File: config.mk
export PLATFORM = sky130hd
export DESIGN_NAME = line_follow_ctrl
export DESIGN_NICKNAME = d
export VERILOG_FILES = /design/src/rtl/line_follow_ctrl.sv
export SDC_FILE = /design/constraint.sdc
export NUM_CORES = 1
export LEC_CHECK = 0
export CAP_MARGIN = 20
export CORE_MARGIN = 5
export CORE_UTILIZATION = 60
export CTS_CLUSTER_DIAMETER = 100
export DETAILED_ROUTE_END_ITERATION = 8
export GPL_TIMING_DRIVEN = 0
export PLACE_DENSITY_LB_ADDON = 0.08
export SYNTH_ARGS = -nofsm -noshare
export SYNTH_HDL_FRONTEND = slang
export SYNTH_SLANG_ARGS = --single-unit
File: constraint.sdc
create_clock -name clk_50 -period 3.6 [get_ports clk_50]
set_clock_uncertainty 0.1 [all_clocks]
set_input_delay 0.36 -clock clk_50 [delete_from_list [all_inputs] [get_ports clk_50]]
set_output_delay 0.36 -clock clk_50 [all_outputs]
set_load 0.1 [all_outputs]
File: src/rtl/line_follow_ctrl.sv
// Line-following steering controller: synchronised, debounced reflectance
// sensors feed a position classifier and a TRACK/NODE/LOST sequencing FSM.
module line_follow_ctrl #(
    parameter int NUM_SENSORS  = 3,
    parameter int FILT_CYCLES  = 4,
    parameter int LOST_TIMEOUT = 50000,
    parameter int CNT_W        = 8
) (
    input  logic                   clk_50,
    input  logic                   rst_n,
    input  logic                   enable,
    input  logic [NUM_SENSORS-1:0] sensors,
    output logic [2:0]             turn,
    output logic                   node_valid,
    input  logic [2:0]             node_cmd,
    input  logic                   node_cmd_valid,
    output logic [CNT_W-1:0]       node_count,
    output logic                   lost
);

    // state       | meaning
    // S_IDLE      | disabled, turn=stop
    // S_TRACK     | follow line using classified position
    // S_NODE_WAIT | all sensors on line, node_valid high, awaiting planner
    // S_NODE_EXEC | drive latched planner command until node is cleared
    // S_LOST      | no line seen, sweep toward last direction, timeout running
    // S_HALT      | lost timeout expired, turn=halt until disabled
    // S_DONE      | planner issued stop, hold until disabled
    typedef enum logic [2:0] {
        S_IDLE,
        S_TRACK,
        S_NODE_WAIT,
        S_NODE_EXEC,
        S_LOST,
        S_HALT,
        S_DONE
    } state_t;

    localparam logic [2:0] T_STOP  = 3'b000;
    localparam logic [2:0] T_FWD   = 3'b001;
    localparam logic [2:0] T_LEFT  = 3'b010;
    localparam logic [2:0] T_RIGHT = 3'b011;
    localparam logic [2:0] T_HALT  = 3'b100;

    localparam int C  = NUM_SENSORS / 2;
    localparam int FW = (FILT_CYCLES > 1) ? $clog2(FILT_CYCLES) : 1;
    localparam int TW = $clog2(LOST_TIMEOUT);
    localparam logic [FW-1:0] FILT_LAST = FW'(FILT_CYCLES - 1);
    localparam logic [TW-1:0] TMO_LAST  = TW'(LOST_TIMEOUT - 1);
    localparam logic [NUM_SENSORS-1:0] CENTRE_ONLY = NUM_SENSORS'(1) << C;

    logic [NUM_SENSORS-1:0] sync_1, sync_2, filt;
    logic [FW-1:0]          stab_cnt [NUM_SENSORS];

    state_t        state;
    logic [2:0]    cmd_lat;
    logic          last_right;
    logic [TW-1:0] tmo_cnt;

    logic       cls_all, cls_none, centre_only;
    logic [2:0] cls_code;
    int         lc, rc;

    // A filtered bit only moves after FILT_CYCLES consecutive disagreeing samples.
    always_ff @(posedge clk_50 or negedge rst_n) begin
        if (!rst_n) begin
            sync_1 <= '0;
            sync_2 <= '0;
            filt   <= '0;
            for (int i = 0; i < NUM_SENSORS; i++) stab_cnt[i] <= '0;
        end else begin
            sync_1 <= sensors;
            sync_2 <= sync_1;
            for (int i = 0; i < NUM_SENSORS; i++) begin
                if (sync_2[i] != filt[i]) begin
                    if (stab_cnt[i] == FILT_LAST) begin
                        filt[i]     <= sync_2[i];
                        stab_cnt[i] <= '0;
                    end else begin
                        stab_cnt[i] <= stab_cnt[i] + FW'(1);
                    end
                end else begin
                    stab_cnt[i] <= '0;
                end
            end
        end
    end

    always_comb begin
        lc = 0;
        rc = 0;
        for (int i = 0; i < C; i++)                   lc = lc + int'(filt[i]);
        for (int i = C + 1; i < NUM_SENSORS; i++)     rc = rc + int'(filt[i]);
        cls_all     = &filt;
        cls_none    = ~|filt;
        centre_only = (filt == CENTRE_ONLY);
        if (lc > rc)      cls_code = T_LEFT;
        else if (rc > lc) cls_code = T_RIGHT;
        else              cls_code = T_FWD;
    end

    always_ff @(posedge clk_50 or negedge rst_n) begin
        if (!rst_n) begin
            state      <= S_IDLE;
            turn       <= T_STOP;
            node_valid <= 1'b0;
            node_count <= '0;
            lost       <= 1'b0;
            cmd_lat    <= T_STOP;
            last_right <= 1'b0;
            tmo_cnt    <= '0;
        end else if (!enable) begin
            state      <= S_IDLE;
            turn       <= T_STOP;
            node_valid <= 1'b0;
            lost       <= 1'b0;
        end else begin
            case (state)
                S_IDLE: begin
                    state <= S_TRACK;
                    turn  <= T_STOP;
                end
                S_TRACK: begin
                    if (cls_all) begin
                        state      <= S_NODE_WAIT;
                        turn       <= T_STOP;
                        node_valid <= 1'b1;
                    end else if (cls_none) begin
                        state   <= S_LOST;
                        tmo_cnt <= '0;
                        turn    <= last_right ? T_RIGHT : T_LEFT;
                        lost    <= 1'b1;
                    end else begin
                        turn <= cls_code;
                        if (cls_code == T_LEFT)       last_right <= 1'b0;
                        else if (cls_code == T_RIGHT) last_right <= 1'b1;
                    end
                end
                S_NODE_WAIT: begin
                    // node_valid is the registered flag, so an entry-cycle strobe is never taken
                    if (node_valid && node_cmd_valid) begin
                        node_count <= node_count + CNT_W'(1);
                        node_valid <= 1'b0;
                        if (node_cmd[2] || node_cmd == T_STOP) begin
                            cmd_lat <= T_STOP;
                            state   <= S_DONE;
                            turn    <= T_STOP;
                        end else begin
                            cmd_lat <= node_cmd;
                            state   <= S_NODE_EXEC;
                            turn    <= node_cmd;
                        end
                    end
                end
                S_NODE_EXEC: begin
                    if (!cls_all ||
                        ((cmd_lat == T_LEFT || cmd_lat == T_RIGHT) && centre_only)) begin
                        state <= S_TRACK;
                        if (!cls_none) turn <= cls_code;
                    end else begin
                        turn <= cmd_lat;
                    end
                end
                S_LOST: begin
                    if (!cls_none) begin
                        state   <= S_TRACK;
                        lost    <= 1'b0;
                        tmo_cnt <= '0;
                        turn    <= cls_code;
                    end else if (tmo_cnt == TMO_LAST) begin
                        state <= S_HALT;
                        turn  <= T_HALT;
                    end else begin
                        tmo_cnt <= tmo_cnt + TW'(1);
                    end
                end
                S_HALT: turn <= T_HALT;
                S_DONE: turn <= T_STOP;
                default: begin
                    state <= S_IDLE;
                    turn  <= T_STOP;
                end
            endcase
        end
    end

endmodule

==> impl_results.rst <==
.. list-table::
   :header-rows: 1

   * - Metric
     - Value
   * - Yosys synthesis warning count
     - 0
   * - Number of antenna violations at the first check in global routing
     - 0
   * - Via count of the first global-routing pass
     - 1914
   * - Setup TNS
     - 0 ns
   * - GRT Total Usage
     - 18.9%
   * - Category of the most critical setup path
     - flop to primary output
   * - Worst slew margin relative to its limit
     - 34.5%
   * - Maximum Capacitance Violations
     - 0
   * - Post-route total power
     - 0.00177 W
   * - Final Core Density
     - 70.3%
   * - Insertion delay of the later-clocked pin in the worst-skew pair
     - 0.30 ns
   * - Number of sinks handled by clock tree synthesis
     - 51
   * - Worst Path Buf+Inv
     - 1
   * - Die extent in y
     - 76.5 um
   * - Startpoint of the worst register-to-register path
     - filt[2]
   * - Worst Setup Slack post-DPL
     - 1.41 ns
   * - Site Rows
     - 24
   * - Number of setup violations in the final report
     - 0
   * - Core outline area
     - 0.00432 mm^2
   * - Global-route wire length before repair
     - 9060 um
   * - Remaining global-route overflow
     - 0
   * - Clock Tree Root
     - sky130_fd_sc_hd__clkbuf_8
   * - CP peak stage delay
     - 1.17 ns
   * - Required time reported for the critical path endpoint
     - 3.14 ns
   * - Worst hold path class
     - flop to flop
   * - Worst Setup End Kind
     - primary output
   * - Clock tree from TritonCTS
     - yes
   * - Post-CTS clock slew at the launch and capture registers of the worst setup and hold paths
     - 0.08 ns
   * - Worst-Margin Slew
     - 0.979 ns
   * - Top-count cell post-synth
     - sky130_fd_sc_hd__dfrtp_1
   * - Critical path data arrival time
     - 1.92 ns
   * - Count of state elements after synthesis
     - 51
   * - Path depth of the worst reg2reg path
     - 5
   * - Count of cell types in the netlist
     - 53
   * - DR vias/cell
     - 5.90
   * - Endpoint of the lowest-slack register-to-register path
     - tmo_cnt[14]
   * - Post-layout min period
     - 2.38 ns
   * - Die W
     - 76.5 um
   * - Outcome
     - completed
   * - Final hold violation count
     - 0
   * - I/O pins
     - 23
   * - Pwr per Cell Area
     - 582 mW/mm^2
   * - Main area contributors after synthesis
     - sky130_fd_sc_hd__dfrtp_1 48%, sky130_fd_sc_hd__xnor2_1 4.3%, sky130_fd_sc_hd__ha_1 3.3%
   * - Mapped Avg Cell Area
     - 10.1 um^2
   * - Final Routed Wirelength
     - 5280 um
   * - Kind of start point of the critical path
     - flop
   * - Iteration-0 DRC count of the detailed router
     - 195
   * - Die area
     - 0.00586 mm^2
   * - Delay-heaviest family, CP
     - buffers and inverters
   * - Worst vdd rail ir drop
     - 429 uV
   * - Maximum number of pins on one net before global-route repair
     - 33
   * - Maximum fanout count along the critical path
     - 6
   * - Number of enable flip-flop cells after synthesis
     - 0
   * - Final worst slack
     - 1.22 ns
   * - Number of iterations in the first detailed-routing pass
     - 4
   * - Maximum clock frequency
     - 420 MHz
   * - Total of buffers placed on input and output ports
     - 21
   * - Tcrit/Tclk final
     - 66.1%
   * - Number of instances in the synthesized netlist
     - 263
   * - Ys flop type
     - sky130_fd_sc_hd__dfrtp_1
   * - N_diodes
     - 0
   * - CP endpoint
     - node_count[0]
   * - Average detailed-routed wire length per instance
     - 15.2 um
   * - Worst Hold Margin
     - 0.254 ns
   * - Async set-reset flop share out of synthesis
     - 100%
   * - CTS Buf Count
     - 5
   * - Crit path depth
     - 1
   * - Standby leakage power
     - 1.30 nW
   * - Placer Congestion
     - 0.960
   * - Fraction of post-synthesis cell area in the top cell type by area
     - 48.0%
   * - Total via count after detailed routing
     - 2043
   * - Cells traversed along the worst timing path
     - clkdlybuf4s50_1
   * - Post CTS Setup Buffer Count
     - 0
   * - Layout overhead on the synthesized area
     - 14.4%
   * - CTS H-tree depth
     - 2
   * - DR DRC count
     - 0
   * - Number of buffers on the longest clock path
     - 2
   * - Register area share after synthesis
     - 48.0%
   * - Antenna Violating Nets Remaining
     - 0
   * - Total half-perimeter wirelength after legalization and detailed placement
     - 3830 um
   * - Post-layout nets
     - 310
   * - CP max-delay cell
     - sky130_fd_sc_hd__clkdlybuf4s50_1
   * - Top cells by count, synth
     - 51 x sky130_fd_sc_hd__dfrtp_1, 23 x sky130_fd_sc_hd__nand2_1, 17 x sky130_fd_sc_hd__nor2_1, 16 x sky130_fd_sc_hd__o21ai_0, 13 x sky130_fd_sc_hd__xnor2_1
   * - Final Max Slew Viols
     - 0
   * - Flop2flop setup slack
     - 1.39 ns
   * - Post-Syn Nets
     - 280
   * - Beginning of the critical path
     - node_count[0]
   * - Post-synth top area cell
     - sky130_fd_sc_hd__dfrtp_1
   * - Initial core utilization
     - 61.4%
   * - Post-synthesis instance area
     - 0.00266 mm^2
   * - Unrepaired setup endpoints after global routing
     - no
   * - Share of cells above drive strength 1
     - 8.16%
## stage by stage
stage,instances,area [um^2]
after floorplan,263,2660
after global placement,336,2930
after detailed placement,337,2950
after CTS,346,3040
after global routing,346,3040
final,346,3040
## timing repair
action                                 CTS  global route
hold buffers                             1             0
gates resized for setup                  0             0
endpoints found under the hold margin   19             0
## power breakdown
group	total, W	internal [W]	switching (W)
logic	0.000704	0.000259	0.000445
clock network	0.000309	0.000137	0.000172
registers	0.000755	0.000662	0.0000926
total	0.00177	0.00106	0.000710
## flip-flops by register name (all words and copies together) (netlist names)
register	cells
cmd_lat	3
filt	3
last_right	1
lost	1
node_count	8
node_valid	1
stab_cnt	6
state	3
sync_1	3
sync_2	3
tmo_cnt	16
turn	3
## worst min-delay path by stage
stage              start         end  slack, ns  cells past startpoint
5_1_grt        sync_1[2]   sync_2[2]       0.28                      0
6_report       sync_1[1]   sync_2[1]       0.25                      0
3_5_place_dp       rst_n  tmo_cnt[3]       0.24                      1
3_3_place_gp   sync_1[2]   sync_2[2]       0.24                      0
2_1_floorplan      rst_n  cmd_lat[0]      -0.04                      0
4_1_cts        sync_1[1]   sync_2[1]       0.26                      0
## cell usage in the layout, fill, tap and decap left out, types with 6 or more instances in the layout
cell,Yosys,layout
sky130_fd_sc_hd__xnor2_1,13,13
sky130_fd_sc_hd__o21ai_0,16,16
sky130_fd_sc_hd__nand2_1,23,23
sky130_fd_sc_hd__dfrtp_1,51,51
sky130_fd_sc_hd__clkdlybuf4s50_1,0,20
sky130_fd_sc_hd__nand4_1,8,8
sky130_fd_sc_hd__ha_1,7,7
sky130_fd_sc_hd__clkbuf_1,5,7
sky130_fd_sc_hd__nand2b_1,7,7
sky130_fd_sc_hd__a21oi_1,7,7
sky130_fd_sc_hd__nor2_1,17,17
sky130_fd_sc_hd__inv_1,8,8
sky130_fd_sc_hd__nor2b_1,7,7
sky130_fd_sc_hd__nand3_1,12,12
sky130_fd_sc_hd__o31ai_1,6,6
sky130_fd_sc_hd__nor3_1,12,12
## kinds of logic after synthesis
group / synth area share [%]
and+or+nand+nor: 24.5
AOI/OAI and AO/OA: 14.1
DFF: 48.0
xor gates and xnor gates: 5.61
buffers and inverters: 2.83
adders and majority gates: 3.30
muxes: 1.65
## layout make-up
cell class,instances,area (um^2)
well taps,52,65.1
flip-flops and latches,51,1280
multi-input cells,195,1310
clock buffers,7,76.3
inverters,8,30.0
repair buffers,23,235
plain buffers,9,45.0
clock inverters,1,5.00
fillers,340,1290
## metal layers
| metal | global-route usage (%) | wire [um] | part of all wire [%] | up-vias |
|---|---|---|---|---|
| li1 | - | - | - | 1016 |
| met1 | 26.6 | 2560 | 48 | 980 |
| met2 | 27.9 | 2360 | 45 | 39 |
| met3 | 4.96 | 266 | 5.0 | 8 |
| met4 | 6.99 | 94 | 1.8 | 0 |
| met5 | 0 | 0 | 0 | - |
(Power assumes the default switching activity.)
